## src/rtl/sdr_ecpu_pkg.sv

```systemverilog
// Shared definitions for the CPU command/register path: header layout,
// opcodes, error bit indices and decoder state encoding.
package sdr_ecpu_pkg;

    localparam logic [2:0] OP_NOP    = 3'd0;
    localparam logic [2:0] OP_WR_INC = 3'd1;
    localparam logic [2:0] OP_RD_INC = 3'd2;
    localparam logic [2:0] OP_WR_FIX = 3'd3;

    localparam int unsigned HDR_CMD_BIT = 31;
    localparam int unsigned OP_MSB      = 30;
    localparam int unsigned OP_LSB      = 28;
    localparam int unsigned LEN_MSB     = 27;
    localparam int unsigned LEN_LSB     = 20;
    localparam int unsigned ADDR_MSB    = 15;
    localparam int unsigned ADDR_LSB    = 0;

    localparam int unsigned LEN_W  = LEN_MSB - LEN_LSB + 1;
    localparam int unsigned ADDR_W = ADDR_MSB - ADDR_LSB + 1;

    localparam int unsigned ERR_HDR  = 0;
    localparam int unsigned ERR_ADDR = 1;
    localparam int unsigned ERR_OVF  = 2;
    localparam int unsigned ERR_TMO  = 3;
    localparam int unsigned ERR_W    = 4;

    typedef enum logic [1:0] {
        ST_IDLE  = 2'd0,
        ST_WRITE = 2'd1,
        ST_READ  = 2'd2,
        ST_DRAIN = 2'd3
    } state_e;

    function automatic logic op_is_legal(input logic [2:0] op);
        return (op <= OP_WR_FIX);
    endfunction

endpackage

```

## src/rtl/ecpu_rsp_fifo.sv

```systemverilog
// Synchronous show-ahead FIFO for read responses; the head word is always
// presented on dout_o, and a pop frees a slot for a push in the same cycle.
module ecpu_rsp_fifo #(
    parameter int unsigned WIDTH = 32,
    parameter int unsigned DEPTH = 16
) (
    input  logic             clk_i,
    input  logic             reset_n,
    input  logic             push_i,
    input  logic [WIDTH-1:0] din_i,
    input  logic             pop_i,
    output logic [WIDTH-1:0] dout_o,
    output logic             empty_o,
    output logic             full_o
);

    localparam int unsigned PW = (DEPTH > 1) ? $clog2(DEPTH) : 1;

    logic [WIDTH-1:0] mem_q [DEPTH];
    logic [PW:0]      wr_ptr_q;
    logic [PW:0]      rd_ptr_q;
    logic             do_push;
    logic             do_pop;

    always_comb begin
        empty_o = (wr_ptr_q == rd_ptr_q);
        full_o  = (wr_ptr_q[PW] != rd_ptr_q[PW]) &&
                  (wr_ptr_q[PW-1:0] == rd_ptr_q[PW-1:0]);
        do_pop  = pop_i && !empty_o;
        do_push = push_i && (!full_o || do_pop);
        dout_o  = mem_q[rd_ptr_q[PW-1:0]];
    end

    always_ff @(posedge clk_i or negedge reset_n) begin
        if (!reset_n) begin
            wr_ptr_q <= '0;
            rd_ptr_q <= '0;
            for (int unsigned k = 0; k < DEPTH; k++) begin
                mem_q[k] <= '0;
            end
        end else begin
            if (do_push) begin
                mem_q[wr_ptr_q[PW-1:0]] <= din_i;
                wr_ptr_q                <= wr_ptr_q + 1'b1;
            end
            if (do_pop) begin
                rd_ptr_q <= rd_ptr_q + 1'b1;
            end
        end
    end

endmodule

```

## src/rtl/ecpu_cmd_regs.sv

```systemverilog
// CPU command decoder: burst register writes/reads into a control register
// bank, with read data queued into a response FIFO for the return path.
module ecpu_cmd_regs
    import sdr_ecpu_pkg::*;
#(
    parameter int unsigned FT_DATA_WIDTH = 32,
    parameter int unsigned REG_COUNT     = 16,
    parameter int unsigned RSP_DEPTH     = 16,
    parameter int unsigned TIMEOUT_CYC   = 1024,
    parameter logic [FT_DATA_WIDTH-1:0] BAD_RD_VALUE = 32'hDEADBEEF
) (
    input  logic                               clk_i,
    input  logic                               reset_n,
    input  logic [FT_DATA_WIDTH-1:0]           cpu_data_i,
    input  logic                               cpu_we_i,
    output logic [REG_COUNT*FT_DATA_WIDTH-1:0] regs_o,
    output logic [REG_COUNT-1:0]               wr_stb_o,
    output logic [FT_DATA_WIDTH-1:0]           rsp_data_o,
    output logic                               rsp_valid_o,
    input  logic                               rsp_ready_i,
    output logic                               busy_o,
    output logic [ERR_W-1:0]                   err_o,
    input  logic                               err_clr_i
);

    localparam int unsigned AW = (REG_COUNT > 1) ? $clog2(REG_COUNT) : 1;
    localparam int unsigned TW = (TIMEOUT_CYC > 1) ? $clog2(TIMEOUT_CYC) : 1;

    state_e                   state_q;
    logic [ADDR_W-1:0]        addr_q;
    logic [LEN_W-1:0]         rem_q;
    logic                     inc_q;
    logic [TW-1:0]            tmo_q;
    logic                     push_q;
    logic [FT_DATA_WIDTH-1:0] push_data_q;
    logic [REG_COUNT-1:0]     wr_stb_q;
    logic [ERR_W-1:0]         err_q;
    logic [ERR_W-1:0]         err_d;
    logic [FT_DATA_WIDTH-1:0] regs_q [REG_COUNT];

    logic                     hdr_cmd;
    logic [2:0]               hdr_op;
    logic [LEN_W-1:0]         hdr_len;
    logic [ADDR_W-1:0]        hdr_addr;
    logic                     addr_in_range;
    logic [AW-1:0]            addr_idx;
    logic                     tmo_hit;
    logic [FT_DATA_WIDTH-1:0] rd_value;
    logic                     fifo_empty;
    logic                     fifo_full;
    logic [ERR_W-1:0]         err_new;

    always_comb begin
        hdr_cmd       = cpu_data_i[HDR_CMD_BIT];
        hdr_op        = cpu_data_i[OP_MSB:OP_LSB];
        hdr_len       = cpu_data_i[LEN_MSB:LEN_LSB];
        hdr_addr      = cpu_data_i[ADDR_MSB:ADDR_LSB];
        addr_in_range = (addr_q < ADDR_W'(REG_COUNT));
        addr_idx      = addr_q[AW-1:0];
        rd_value      = addr_in_range ? regs_q[addr_idx] : BAD_RD_VALUE;
        tmo_hit       = (state_q != ST_IDLE) && !cpu_we_i &&
                        (tmo_q == TW'(TIMEOUT_CYC - 1));
    end

    always_comb begin
        err_new = '0;
        if (cpu_we_i) begin
            case (state_q)
                ST_IDLE:          err_new[ERR_HDR]  = !hdr_cmd || !op_is_legal(hdr_op);
                ST_WRITE, ST_READ: err_new[ERR_ADDR] = !addr_in_range;
                default:          err_new = '0;
            endcase
        end
        err_new[ERR_TMO] = tmo_hit;
        // Full implies non-empty, so a ready pop always makes room for the push.
        err_new[ERR_OVF] = push_q && fifo_full && !rsp_ready_i;
        err_d = (err_clr_i ? '0 : err_q) | err_new;
    end

    always_ff @(posedge clk_i or negedge reset_n) begin
        if (!reset_n) begin
            state_q     <= ST_IDLE;
            addr_q      <= '0;
            rem_q       <= '0;
            inc_q       <= 1'b0;
            tmo_q       <= '0;
            push_q      <= 1'b0;
            push_data_q <= '0;
            wr_stb_q    <= '0;
            err_q       <= '0;
            for (int unsigned k = 0; k < REG_COUNT; k++) begin
                regs_q[k] <= '0;
            end
        end else begin
            err_q    <= err_d;
            wr_stb_q <= '0;
            push_q   <= 1'b0;
            if (state_q == ST_IDLE) begin
                tmo_q <= '0;
                if (cpu_we_i && hdr_cmd && (hdr_len != '0)) begin
                    addr_q <= hdr_addr;
                    rem_q  <= hdr_len;
                    inc_q  <= (hdr_op == OP_WR_INC);
                    case (hdr_op)
                        OP_WR_INC, OP_WR_FIX: state_q <= ST_WRITE;
                        OP_RD_INC:            state_q <= ST_READ;
                        default:              state_q <= ST_DRAIN;
                    endcase
                end
            end else if (cpu_we_i) begin
                tmo_q <= '0;
                rem_q <= rem_q - 1'b1;
                if (rem_q == LEN_W'(1)) begin
                    state_q <= ST_IDLE;
                end
                if (state_q == ST_WRITE) begin
                    if (addr_in_range) begin
                        regs_q[addr_idx]   <= cpu_data_i;
                        wr_stb_q[addr_idx] <= 1'b1;
                    end
                    if (inc_q) begin
                        addr_q <= addr_q + 1'b1;
                    end
                end else if (state_q == ST_READ) begin
                    push_q      <= 1'b1;
                    push_data_q <= rd_value;
                    addr_q      <= addr_q + 1'b1;
                end
            end else if (tmo_hit) begin
                state_q <= ST_IDLE;
                tmo_q   <= '0;
            end else begin
                tmo_q <= tmo_q + 1'b1;
            end
        end
    end

    ecpu_rsp_fifo #(
        .WIDTH (FT_DATA_WIDTH),
        .DEPTH (RSP_DEPTH)
    ) u_rsp_fifo (
        .clk_i   (clk_i),
        .reset_n (reset_n),
        .push_i  (push_q),
        .din_i   (push_data_q),
        .pop_i   (rsp_ready_i),
        .dout_o  (rsp_data_o),
        .empty_o (fifo_empty),
        .full_o  (fifo_full)
    );

    for (genvar k = 0; k < REG_COUNT; k++) begin : g_regs_flat
        assign regs_o[k*FT_DATA_WIDTH +: FT_DATA_WIDTH] = regs_q[k];
    end

    assign wr_stb_o    = wr_stb_q;
    assign rsp_valid_o = !fifo_empty;
    assign busy_o      = (state_q != ST_IDLE);
    assign err_o       = err_q;

endmodule

```

## config.mk

```make
export PLATFORM = sky130hd
export DESIGN_NAME = ecpu_cmd_regs
export DESIGN_NICKNAME = d
export VERILOG_FILES = /design/src/rtl/sdr_ecpu_pkg.sv /design/src/rtl/ecpu_rsp_fifo.sv /design/src/rtl/ecpu_cmd_regs.sv
export SDC_FILE = /design/constraint.sdc
export NUM_CORES = 2
export LEC_CHECK = 0
export CORE_MARGIN = 2
export CORE_UTILIZATION = 55
export DETAILED_ROUTE_END_ITERATION = 8
export PLACE_DENSITY = 0.82
export SYNTH_ARGS = -nofsm -noshare
export SYNTH_HDL_FRONTEND = slang
export SYNTH_HIERARCHICAL = 1
export SYNTH_SLANG_ARGS = --single-unit
```

## constraint.sdc

```tcl
create_clock -name clk_i -period 3.6 [get_ports clk_i]
set_clock_uncertainty 0.05 [all_clocks]
set_input_delay 0.9 -clock clk_i [delete_from_list [all_inputs] [get_ports clk_i]]
set_output_delay 0.9 -clock clk_i [all_outputs]
set_load 0.03 [all_outputs]
```

==> results.md <==
- At the worst endpoint, the required time is approximately 2700 ps.
- Detailed routing inserted a total of 35000 vias.
- The floorplan step set the die width to about 310 microns.
- The longest clock path from root to sink contains 3 buffers.
- The pre-CTS setup slack is 491 ps.
- The number of antenna-violating nets in the routed design is 0.
- The share of final-layout standard cells stronger than drive strength 1 is 0.405.
- In this run the count of I/O pins placed on the die edge is 603.
- The flow ran to the end, but the final reports show violations.
- Walking the worst path, the cells encountered are buf_12 > buf_16 > buf_12 > buf_16 > mux4_2 > a22oi_1 > nand2_1 > buf_4.
- The reg2reg setup slack is 670 ps.
- The pin count of the biggest net entering global routing is 80.
- The worst-case headroom to the max-slew limit is 0.150.
- The final weighted congestion in routability-driven placement is about 0.92.
- The startpoint identified for the worst register-to-register timing path is state_q[0].
- Setup slack on the critical path of the routed design comes to -45.7 ps.
- The first detailed-routing pass ran for 5 iterations.
- The post-synthesis cell type count is 74.
- The post-detailed-placement half-perimeter wirelength is 116000 microns.
- The end-of-flow core utilization is 0.683.
- The number of global-route vias before repair is 36000.
- The post-synthesis average cell area is ~15 sq um.
- The die covers about 0.1 sq mm.
- Relative to the synthesized area, the layout overhead comes to 23.6%.
- The prevailing post-synth register cell is dfrtp_1.
- The detail-routed net length per standard cell is between 30 and 40 microns.
- Counting flops with a built-in enable in the synthesized netlist gives 0.
- Setup repair after global routing could not meet its margin everywhere.
- Hold repair after CTS inserted 0 buffers.
- The starting density of the core is 0.553.
- The wire length of the first global-routing pass is 253000 microns.
- The number of setup violations in the final report is 6.
- The number of cells on the worst reg-to-reg path is 8.
- The number of max-cap violations is 0.
- The later-pin clock latency in the skew report is ~710 ps.
- The final design instance area without fill is 0.0647 sq mm.
- Yosys printed 6 warnings.
- Clock tree synthesis selected as its root buffer the cell clkbuf_16.
- The worst hold path belongs to the class primary input to asynchronous set/reset pin.
- Power comes to 0.0390 W.
- The ratio of final minimum period to clock period is 1.01.
- The quantity of I/O buffers inserted on ports is about 600.
- The checks that failed: negative setup slack.
- The row count is ~110.
- The count of endpoints failing hold in the final timing report came to 0.
- After synthesis the netlist holds a flip-flop and latch count of approximately 1100.
- Subtracting the final worst setup slack from the clock period gives about 3600 ps.
- The initial antenna violation count is 6.
- The number of cells produced by synthesis is between 3000 and 4000.
- The pin slew with the least headroom to its limit is about 1300 ps.
- Of all nets on the critical path, the largest fanout is 8.
- TritonCTS built the clock tree.
- The critical register-to-register path endpoint is push_data_q[1].
- The filler cells instantiated in the layout total 6368.
- After clock tree synthesis, the clock-pin slew on the worst setup and hold paths is around 60 ps.
- The overall fraction of global-route tracks in use is 0.354.
- The core area is ~0.095 sq mm.
- The die is around 310 microns tall.
- The largest incremental delay on the critical path is roughly 500 ps.
- The final layout contains routed wiring with a total length of roughly 170000 microns.
- The vias per cell is roughly 6.4.
- On the final layout, the worst hold slack is 186 ps.
- The top achievable clock speed is approximately 270 MHz.
- When the netlist entered floorplanning its net count stood at 3505.
- For this design the ratio of total power to cell area is between 600 and 700 mW/mm^2.
- The share of flip-flops with an asynchronous set or reset after synthesis is 1.00.
- STA classifies the critical path startpoint as a flip-flop.
- The worst setup path is captured at an output port.
- The final-report max-slew violation count is 0.
- The number of buffers created by CTS is roughly 120.
- The TritonCTS sink count is between 1000 and 1500.
- The total global routing overflow is 0.
- The library cell contributing the largest single delay on the critical path is dfrtp_4.
- The maximum ir drop on the vdd rail is around 0.44 mV.
- The netlist area before placement is 0.0524 sq mm.
- The critical path data arrival time is 2700 ps.
- The count of H-tree levels built during CTS is 3.
- In this run the static leakage power is 30.8 nW.
- The detailed router finished its first iteration with around 3200 violations.
- Of the synthesized area, sequential elements account for 0.537.
- The critical path is of the flip-flop to output port type.
- The final net count is about 4100.
- The cell area after placement is approximately 0.060 sq mm.
- The number of remaining DRC errors is 0.
- The most critical setup path has its startpoint at u_rsp_fifo/rd_ptr_q[0].
[report_power, final]
group	internal, W	total (W)	leakage, nW	switching, W
combinational	0.00497	0.0112	13.6	0.00623
clock	0.00685	0.0118	1.81	0.00499
sequential	0.0141	0.0160	15.3	0.00191
[synthesized netlist by cell type (5+ instances only)]
master	number	area share
a211oi_1	19	0.0027
a21oi_1	66	0.0063
a21oi_2	9	0.0015
a21oi_4	7	0.0022
a22o_1	8	0.0013
a22oi_1	75	0.011
a31oi_1	13	0.0016
and2_1	11	0.0013
and3_1	7	0.00084
buf_1	24	0.0017
buf_2	68	0.0065
buf_6	54	0.012
clkbuf_1	145	0.010
dfrtp_1	1124	0.54
ha_1	16	0.0038
inv_1	20	0.0014
mux2_1	71	0.015
mux2_2	701	0.15
mux2_4	270	0.077
mux2i_1	119	0.023
mux4_2	197	0.085
nand2_1	99	0.0071
nand2b_1	5	0.00060
nand3_1	26	0.0025
nand3_4	10	0.0033
nand3b_1	5	0.00072
nand4_1	11	0.0013
nor2_1	80	0.0057
nor2b_1	12	0.0014
nor3_1	14	0.0013
nor4_1	13	0.0016
o211ai_1	9	0.0013
o21ai_0	8	0.00076
o22ai_1	33	0.0039
o31ai_1	6	0.00086
or3_1	6	0.00072
xnor2_1	12	0.0020
xor2_1	10	0.0017
[critical path: cells and delay by family, from the launching register on]
kind                   cells  cell delay, ps
and+or+nand+nor            1             100
buffers and inverters      5             760
AOI/OAI and AO/OA          1             240
DFF                        1             490
muxes                      1             410
[metal layers]
layer	vias up	GRT usage	wire length [microns]
li1	14100	-	-
met2	1960	0.537	79700
met3	470	0.0929	17300
met1	18500	0.472	66900
met4	6	0.189	10700
met5	-	0	41
[layout make-up]
class / instances / area, sq um / area share
Multi-Input combinational cell: 2009 / 22900 / 0.353
Clock inverter: 28 / 339 / 0.00524
Inverter: 22 / 82.6 / 0.00128
Clock buffer: 169 / 3330 / 0.0515
Sequential cell: 1124 / 28100 / 0.435
Antenna cell: 3 / 7.51 / 0.000116
Timing Repair Buffer: 821 / 8380 / 0.129
Tap cell: 1265 / 1580 / 0.0244
[layout by cell type (no fill, tap or decap), types with 14 or more instances in the layout]
master and instances:
clkbuf_16 121, a22oi_2 25, a21oi_4 16, mux2_4 270, o22ai_1 33, mux2_2 701
a22oi_1 50, nand2_1 85, buf_12 41, buf_4 188, a211oi_1 19, clkinv_2 14
inv_1 20, clkdlybuf4s50_1 568, ha_1 15, dfrtp_1 1118, clkbuf_8 21, mux4_2 197
nor2_1 78, clkbuf_1 31, nand3_1 21, mux2_1 71, a21oi_1 66, mux2i_1 119
[worst max path at each step]
| stage | end | slack (ps) |
|---|---|---|
| detailed placement | regs_o[509] | 490 |
| floorplan | rsp_data_o[29] | 680 |
| CTS | rsp_data_o[14] | -50 |
| global placement | regs_o[490] | 540 |
| global route | rsp_data_o[24] | -100 |
| finish | rsp_data_o[24] | -50 |
[state kept, by name, summed over array words and instances, names as in the netlist]
register / flops
u_rsp_fifo/mem_q: 512
push_data_q: 32
state_q: 2
addr_q: 16
u_rsp_fifo/rd_ptr_q: 5
regs_o: 512
err_o: 4
push_q: 1
wr_stb_o: 16
tmo_q: 10
inc_q: 1
rem_q: 8
u_rsp_fifo/wr_ptr_q: 5
[logic make-up (layout without fill, tap and decap cells)]
logic type / after synthesis / count (layout) / share of synthesized area
flip-flops: 1124 / 1124 / 0.537
adder cells (fa/ha/maj): 16 / 16 / 0.00382
multiplexers: 1358 / 1358 / 0.351
AND/OR/NAND/NOR: 323 / 323 / 0.0326
XOR/XNOR: 22 / 22 / 0.00368
AO/OA/AOI/OAI: 290 / 290 / 0.0396
other: 0 / 3 / 0
buffers and inverters: 319 / 1040 / 0.0327
[what timing repair did]
item                                    in CTS  in global routing
resized for setup                           24                 37
setup buffers                               14                 10
pin swaps                                    2                 18
hold endpoints to repair                     0                  0
endpoints found under the setup margin      33                 32
gates cloned                                 4                  4
[stage by stage]
step / instances / setup TNS (ps)
finish: 5441 / -118
global route: 5438 / -1290
CTS: 5425 / -559
detailed placement: 5210 / 0
global placement: 5210 / 0
floorplan: 3452 / 0
(Power assumes the default switching activity.)
